[config.mk]
export PLATFORM = sky130hd
export DESIGN_NAME = s_out_collector
export DESIGN_NICKNAME = d
export VERILOG_FILES = /design/src/rtl/pea_pkg.sv /design/src/rtl/s_out_fifo.sv /design/src/rtl/s_out_collector.sv
export SDC_FILE = /design/constraint.sdc
export NUM_CORES = 1
export LEC_CHECK = 0
export CAP_MARGIN = 20
export CORE_ASPECT_RATIO = 1.25
export CORE_MARGIN = 2
export CORE_UTILIZATION = 57
export DETAILED_ROUTE_END_ITERATION = 8
export PLACE_DENSITY = 0.81
export SYNTH_ARGS = -nofsm -noshare
export SYNTH_HDL_FRONTEND = slang
export SYNTH_SLANG_ARGS = --single-unit
[constraint.sdc]
create_clock -name clk_i -period 5 [get_ports clk_i]
set_input_delay 0.5 -clock clk_i [delete_from_list [all_inputs] [get_ports clk_i]]
set_output_delay 0.5 -clock clk_i [all_outputs]
set_load 0.01 [all_outputs]
[src/rtl/pea_pkg.sv]
// Shared types and constants for the streaming PE array and its stream-side blocks.
package pea_pkg;

  localparam int N_BITS         = 16;
  localparam int S_OUT_LEN_BITS = 16;

  typedef enum logic [1:0] {
    IDLE  = 2'd0,
    RUN   = 2'd1,
    DRAIN = 2'd2,
    DONE  = 2'd3
  } s_out_state_t;

endpackage

[src/rtl/s_out_fifo.sv]
// Small synchronous FIFO with registered first-word-fall-through head (data + last flag),
// occupancy count and a synchronous flush that empties it without touching the head data.
module s_out_fifo #(
  parameter int  W     = 16,
  parameter int  DEPTH = 4,
  localparam int AW    = $clog2(DEPTH),
  localparam int CW    = $clog2(DEPTH + 1)
) (
  input  logic          clk_i,
  input  logic          rst_n_i,
  input  logic          i_flush,
  input  logic          i_push,
  input  logic [W-1:0]  i_data,
  input  logic          i_last,
  input  logic          i_pop,
  output logic [W-1:0]  o_data,
  output logic          o_last,
  output logic          o_valid,
  output logic [CW-1:0] o_count
);

  logic [W-1:0]     r_mem [DEPTH];
  logic [DEPTH-1:0] r_mem_last;
  logic [AW-1:0]    r_wr;
  logic [AW-1:0]    r_rd;
  logic [CW-1:0]    r_count;
  logic [W-1:0]     r_data;
  logic             r_last;

  logic [AW-1:0]    w_rd_nx;
  logic [CW-1:0]    w_cnt_left;
  logic [CW-1:0]    w_cnt_nx;

  assign w_rd_nx    = r_rd + AW'(i_pop);
  assign w_cnt_left = r_count - CW'(i_pop);
  assign w_cnt_nx   = w_cnt_left + CW'(i_push);

  always_ff @(posedge clk_i) begin
    if (i_push && !i_flush) begin
      r_mem[r_wr]      <= i_data;
      r_mem_last[r_wr] <= i_last;
    end
  end

  always_ff @(posedge clk_i or negedge rst_n_i) begin
    if (!rst_n_i) begin
      r_wr    <= '0;
      r_rd    <= '0;
      r_count <= '0;
    end else if (i_flush) begin
      r_wr    <= '0;
      r_rd    <= '0;
      r_count <= '0;
    end else begin
      if (i_push) r_wr <= r_wr + AW'(1);
      r_rd    <= w_rd_nx;
      r_count <= w_cnt_nx;
    end
  end

  // Head register: when the FIFO drains to empty in the same cycle it receives a word,
  // that word bypasses storage; otherwise the head comes from the next read slot.
  always_ff @(posedge clk_i or negedge rst_n_i) begin
    if (!rst_n_i) begin
      r_data <= '0;
      r_last <= 1'b0;
    end else if (!i_flush && (w_cnt_nx != '0)) begin
      if (w_cnt_left == '0) begin
        r_data <= i_data;
        r_last <= i_last;
      end else begin
        r_data <= r_mem[w_rd_nx];
        r_last <= r_mem_last[w_rd_nx];
      end
    end
  end

  assign o_data  = r_data;
  assign o_last  = r_last;
  assign o_valid = (r_count != '0);
  assign o_count = r_count;

endmodule

[src/rtl/s_out_collector.sv]
// Result-stream sink for the PE array: buffers PE results, back-pressures the array, counts words per job.
// Optional stall statistics are enabled with the S_OUT_COLLECTOR_STATS_EN macro.
module s_out_collector
  import pea_pkg::*;
#(
  parameter int N_BITS = pea_pkg::N_BITS,
  parameter int DEPTH  = 4
) (
  input  logic                      clk_i,
  input  logic                      rst_n_i,
  input  logic                      mage_done_i,
  input  logic                      start_i,
  input  logic [S_OUT_LEN_BITS-1:0] len_i,
  input  logic [N_BITS-1:0]         pe_res_i,
  input  logic                      pe_valid_i,
  output logic                      pea_ready_o,
  output logic [N_BITS-1:0]         out_data_o,
  output logic                      out_valid_o,
  input  logic                      out_ready_i,
  output logic                      out_last_o,
  output logic                      done_o,
  output logic                      busy_o,
  output logic [15:0]               stall_cnt_o
);

  localparam int CW = $clog2(DEPTH + 1);

  s_out_state_t              r_state;
  logic [S_OUT_LEN_BITS-1:0] r_len;
  logic [S_OUT_LEN_BITS-1:0] r_pushed;
  logic                      r_ready_d1;

  logic                      w_valid;
  logic                      w_head_last;
  logic [CW-1:0]             w_count;
  logic                      w_push;
  logic                      w_pop;
  logic                      w_last_in;
  logic                      w_start_acc;
  logic [CW:0]               w_occ_nx;
  logic [S_OUT_LEN_BITS-1:0] w_pushed_nx;

  // The PE register only changes on cycles where the array was allowed to advance,
  // so a result is fresh exactly when ready was high on the previous cycle.
  assign w_push      = (r_state == RUN) && pe_valid_i && r_ready_d1;
  assign w_pop       = w_valid && out_ready_i;
  assign w_last_in   = (r_pushed == (r_len - 16'd1));
  assign w_start_acc = start_i && (r_state == IDLE);
  assign w_occ_nx    = {1'b0, w_count} + (CW+1)'(w_push) - (CW+1)'(w_pop);
  assign w_pushed_nx = r_pushed + S_OUT_LEN_BITS'(w_push);

  assign pea_ready_o = (r_state == RUN) && !mage_done_i &&
                       (w_occ_nx < (CW+1)'(DEPTH)) && (w_pushed_nx < r_len);

  s_out_fifo #(
    .W     (N_BITS),
    .DEPTH (DEPTH)
  ) u_fifo (
    .clk_i   (clk_i),
    .rst_n_i (rst_n_i),
    .i_flush (mage_done_i),
    .i_push  (w_push),
    .i_data  (pe_res_i),
    .i_last  (w_last_in),
    .i_pop   (w_pop),
    .o_data  (out_data_o),
    .o_last  (w_head_last),
    .o_valid (w_valid),
    .o_count (w_count)
  );

  always_ff @(posedge clk_i or negedge rst_n_i) begin
    if (!rst_n_i) begin
      r_state    <= IDLE;
      r_len      <= '0;
      r_pushed   <= '0;
      r_ready_d1 <= 1'b0;
    end else if (mage_done_i) begin
      r_state    <= IDLE;
      r_pushed   <= '0;
      r_ready_d1 <= 1'b0;
    end else begin
      r_ready_d1 <= pea_ready_o;
      r_pushed   <= w_pushed_nx;
      case (r_state)
        IDLE: begin
          if (w_start_acc) begin
            r_len    <= len_i;
            r_pushed <= '0;
            r_state  <= (len_i == '0) ? DONE : RUN;
          end
        end
        RUN: begin
          if (w_pushed_nx == r_len) r_state <= DRAIN;
        end
        DRAIN: begin
          if (w_occ_nx == '0) r_state <= DONE;
        end
        DONE: begin
          r_state <= IDLE;
        end
        default: r_state <= IDLE;
      endcase
    end
  end

  assign out_valid_o = w_valid;
  assign out_last_o  = w_valid && w_head_last;
  assign done_o      = (r_state == DONE);
  assign busy_o      = (r_state != IDLE);

`ifdef S_OUT_COLLECTOR_STATS_EN
  logic [15:0] r_stall_cnt;

  always_ff @(posedge clk_i or negedge rst_n_i) begin
    if (!rst_n_i) begin
      r_stall_cnt <= '0;
    end else if (mage_done_i || w_start_acc) begin
      r_stall_cnt <= '0;
    end else if ((r_state == RUN) && !pea_ready_o && (r_stall_cnt != 16'hFFFF)) begin
      r_stall_cnt <= r_stall_cnt + 16'd1;
    end
  end

  assign stall_cnt_o = r_stall_cnt;
`else
  assign stall_cnt_o = '0;
`endif

endmodule
-- Yosys cells after proc, flatten, opt, wreduce, memory -nomap -nowiden
Memory sizes are Yosys's and may differ from the RTL's.
Cells that the tools add are included.
- $add $sub $neg: 8
- $lt $le $gt $ge: 5
- equality and inequality tests: 8
- muxes and demuxes: 23
- bitwise gates (word level): 1
- reduce and logical (&&, ||, !) cells: 22
- operator list (cell ; number):
    $mux 16 ; 4
    $eq 16x16->1 ; 2
    $add 16x1->16 ; 1
    $logic_not 16->1 ; 1
    $lt 16x16->1 ; 1
    $mux 2 ; 8
    $sub 16x1->16 const B ; 1
    $logic_and 1x1->1 ; 11
    $pmux 2 s4 ; 1
    $lt 2x3->1 const B ; 2
    $mux 1 ; 6
    $ne 3x3->1 const B ; 2
    $reduce_and 3->1 ; 2
    $reduce_bool 3->1 ; 2
    $add 3x1->4 ; 1
    $bwmux 4 ; 1
    $eq 2x2->1 const B ; 2
    $logic_not 4->1 ; 1
    $lt 4x3->1 const B ; 1
    $reduce_bool 2->1 ; 2
    $sub 4x1->4 ; 1
    $add 3x1->3 ; 1
    $logic_not 3->1 ; 1
    $mux 3 ; 1
    other kinds (11) ; 11
- bits in registers: 63
- bits in writable memories: 64
- input bits: 38
- word-level logic and storage cells: 78
- memories kept: 1
- memory list (memory ; depth ; width ; read ports ; clocked after Yosys merged registers in ; wr ports ; line ; source):
    u_fifo.r_mem ; 4 ; 16 ; 1 ; 0 ; 1 ; s_out_fifo.sv:22 ; logic [W-1:0] r_mem [DEPTH];

-- Logic depth before layout (Yosys ltp)
- word-level depth: 9
- mapped depth: 16
- mapped depth without buffers: 16

-- Cells and area by module
A second synthesis with hierarchy kept.
- cell total of the unflattened synthesis: 522
- area, all modules: 6583.8 um^2
- modules (own cells, without submodules) (module ; instances ; cells each ; area each (um^2) ; sequential area each (um^2)):
    s_out_fifo ; 1 ; 224 ; 3774.9 ; 2642.5
    s_out_collector ; 1 ; 298 ; 2808.9 ; 875.8

-- Least setup slack after synthesis
No wires, ideal clock.
- path kind: reg2reg
- from: register r_state[1]
- to: register r_state[1]
- library setup time: 0.099 ns
- arrival time: 3.621 ns
- setup slack: 1.280 ns
- cell stages (with the launch flop): 17
- path buffers: 0
- cell sequence: dfrtp_1 -> inv_1 -> ha_1 -> nand3_1 -> inv_1 -> ha_1 -> and3_1 -> nand4_1 -> nor3_1 -> xor2_1 -> ha_1 -> nand3_2 -> or4_4 -> or3_4 -> a22oi_4 -> a21oi_1 -> a311oi_1
- longest elaborated chain between the ends: 8
- elaborated cells between the ends (all ways): 18
- classes of those cells: add/sub (3); eq/ne (7); mux (2); reduce/logical (6)
- ends and longest elaborated chain (item ; line ; source):
    start, declared ; s_out_collector.sv:28 ; s_out_state_t r_state;
    start signal, assigned ; s_out_collector.sv:90 ; r_state <= (len_i == '0) ? DONE : RUN;
    branches (longest 8 deep; another with $add 16x1->16) ; n/a ;
Several ways; the timed one is not identified.
A chain may end at the register's enable or synchronous reset.

-- Worst setup path in the final report
- from: register r_state[1]
- to: output pea_ready_o
- longest elaborated chain between the ends: 8
- elaborated cells between the ends (all ways): 11
- classes of those cells: add/sub (3); order compare (2); eq/ne (1); reduce/logical (5)
- ends and longest elaborated chain (item ; line ; source):
    $eq 2x1->1 * ; s_out_collector.sv:45, s_out_collector.sv:52 ;
    branches (longest 6 deep; another with $add 16x1->16) ; n/a ;
    $logic_and 1x1->1 * ; s_out_collector.sv:53 ; (w_occ_nx < (CW+1)'(DEPTH)) && (w_pushed_nx < r_len);
    end, declared ; s_out_collector.sv:16 ; output logic pea_ready_o,
Every way passes the cells marked *.

==> results_dict.tcl <==
set metrics [dict create \
    status "finished, final reports clean" \
    synth_cell_type_count 56 \
    synth-edff-count 68 \
    drc_errors 0 \
    fin_setup_tns_ns 0 \
    cts_buffers 17 \
    cp-start-kind "flop" \
    gp_congestion 0.899 \
    worst_slack_ns 0.261 \
    grt_max_degree 60 \
    layout.nets 657 \
    drt_iter0_markers 190 \
    crit_fanout 5 \
    worst-r2r-setup-slack_ns 0.95 \
    n_antenna_cell 0 \
    fin_worst_skew_ns 0.00942 \
    cts_buffer_depth 2 \
    relSlewSlack_pct 37.2 \
    cts_tree "done" \
    ys_ff_latch 127 \
    finalCritPeriodShare_pct 94.8 \
    synth.cell_area_um2 6550 \
    power_mw 4.57 \
    fin_util_pct 70.2 \
    synth_top_area_share_pct 31.2 \
    p_int_mw 2.91 \
    netlist_top_cells_count "edfxtp_1, dfrtp_1, ha_1, inv_1, nor2_1" \
    firstDrtPassIters 5 \
    power.switching_fraction_pct 36.3 \
    fmax_ghz 0.211 \
    die_width_um 99.9 \
    hp-class "primary input to asynchronous set/reset pin" \
    start_util_pct 58.8 \
    p_leak_nw 3.20 \
    io_pins 75 \
    r2r-end "r_state[1]" \
    async_reset_ff_share_pct 46.5 \
    core_area_um2 11100 \
    drv_slew 0 \
    ys_warn_count 0 \
    antenna_found_initial 0 \
    area_growth_pct 19.3 \
    dieArea_um2 12400 \
    place_inst 698 \
    drive_above_1_share_pct 12.4 \
    die_h_um 124 \
    cp_data_required_time_ns 4.50 \
    ys.flop_type "edfxtp_1" \
    rows 43 \
    grt_pass1_wl_um 23100 \
    via_per_inst 5.84 \
    ctsHtreeMaxLevel 4 \
    syn_inst 519 \
    power.share.clock_pct 26.4 \
    end_kind "output pin" \
    grt-ovfl-total 0 \
    worstSetupPathType "flop to output pin" \
    period_minus_slack_ns 4.74 \
    setup_viol 0 \
    track_usage_pct 25.1 \
    synth-seq-area-share_pct 53.7 \
    sequentialPowerShare_pct 31.7 \
    reg2regPathDepth 16 \
    yosysMostFrequentCell "edfxtp_1" \
    placed_area_um2 7220 \
    wl_per_cell_um 19.7 \
    switchingPower_mw 1.66 \
    preCtsSetupSlack_ns 0.360 \
    p_per_area_nw_per_um2 585 \
    r2r-start "r_state[1]" \
    insertion_delay_ns 0.42 \
    finalNonFillerCells 730 \
    worst_pin_slew_ns 0.942 \
    clock-sinks 127 \
    routed_wl_um 14400 \
    num_vias 4265 \
    cts_root_buf "clkbuf_16" \
    avgSynthCellArea_um2 12.6 \
    hold_viol_final 0 \
    timing.hold.ws_ns 0.245 \
    ir_drop_uv 331 \
    path_clk_slew_ns 0.06 \
    ys_top_cells_by_area "edfxtp_1, dfrtp_1, ha_1, mux4_2, mux2i_1" \
    finalInstanceArea_um2 7820 \
    port_buffers 58 \
    dpl.hpwl_um 9630 \
    drt.antenna.violating_nets 0 \
    yosysTopAreaCell "edfxtp_1" \
    maxCapViolCount 0 \
    worstPathArrival_ns 4.24 \
    grt_pass1_vias 4494 \
    p_comb_share_pct 41.9 \
]
==> layout make-up <==
cell class                 count  area [µm²]
clock buffer                  17         425
inverter                      36         135
fill                         717        3320
clock inverter                15         161
sequential                   127        3520
timing repair buffer          63         633
tap                          135         169
multi-input combinational    337        2770
==> kinds of logic after synthesis <==
logic type,after synthesis,synth area share [%]
AO/OA/AOI/OAI,58,5.59
XOR/XNOR,39,5.42
buffers and inverters,70,5.10
multiplexers,52,11.5
adder cells (fa/ha/maj),37,7.18
other,1,0.0572
AND/OR/NAND/NOR,135,11.5
flip-flops,127,53.7
==> worst max path at each step <==
stage / startpoint / end / slack, ns / cells past startpoint
4_1_cts: r_state[1] / pea_ready_o / 0.08 / 15
6_report: r_state[1] / pea_ready_o / 0.26 / 15
3_3_place_gp: pe_valid_i / pea_ready_o / 0.53 / 14
5_1_grt: r_state[1] / pea_ready_o / -0.04 / 15
2_1_floorplan: r_state[1] / r_state[1] / 1.28 / 16
3_5_place_dp: pe_valid_i / pea_ready_o / 0.36 / 14
==> sequential cells by signal, indices dropped and copies added, names as in the netlist <==
register           cells
r_len                 16
r_pushed              16
r_ready_d1             1
r_state                2
u_fifo.o_count         3
u_fifo.o_data         16
u_fifo.o_last          1
u_fifo.r_mem          64
u_fifo.r_mem_last      4
u_fifo.r_rd            2
u_fifo.r_wr            2
==> power groups by stage <==
stage / combinational [mW] / sequential (mW) / clock (mW)
2_1_floorplan: 1.29 / 1.43 / 0
6_report: 1.92 / 1.45 / 1.21
3_3_place_gp: 1.77 / 1.45 / 0
3_5_place_dp: 1.88 / 1.46 / 0
5_1_grt: 2.09 / 1.47 / 1.27
4_1_cts: 1.92 / 1.45 / 1.22
==> routing by layer <==
layer	global-route usage (%)	part of all wire, %	up-vias
met4	11.9	3.2	0
met1	28.6	38	2129
met5	0	0	-
met3	5.11	4.5	34
met2	45.2	54	133
li1	-	-	1969
==> cells in the final DEF, fill, tap and decap left out, types with 6 or more instances in the layout <==
cell type,instances
and3_1,6
edfxtp_1,68
conb_1,16
mux2_1,11
nor3_1,8
nand4_1,9
nand3_1,15
inv_1,36
clkbuf_16,17
dfrtp_1,59
a21oi_1,29
xor2_1,17
xnor2_1,21
mux4_2,17
a21o_1,6
nor4_1,9
clkdlybuf4s50_1,57
nand2_1,9
mux2i_1,19
nor2b_1,21
nor2_1,33
and2_1,6
ha_1,35
==> timing repair <==
| action | 4_1_cts | 5_1_grt |
|---|---|---|
| endpoints found under the setup margin | 0 | 1 |
| hold buffers | 0 | 0 |
| resized for setup | 0 | 3 |
| buffers inserted | 0 | 0 |
==> critical path: stages (launching register included) <==
cell,delay (ns)
dfrtp_1,0.41
inv_1,0.09
ha_2,0.23
nand3_2,0.15
inv_1,0.11
ha_1,0.21
ha_1,0.25
nand3_1,0.14
nor3_1,0.26
xnor2_1,0.17
ha_1,0.29
a21o_1,0.19
a2111oi_1,0.44
o21ai_0,0.21
nor2_1,0.13
clkdlybuf4s50_1,0.54
Note: power is estimated with default switching activity, not from simulation.
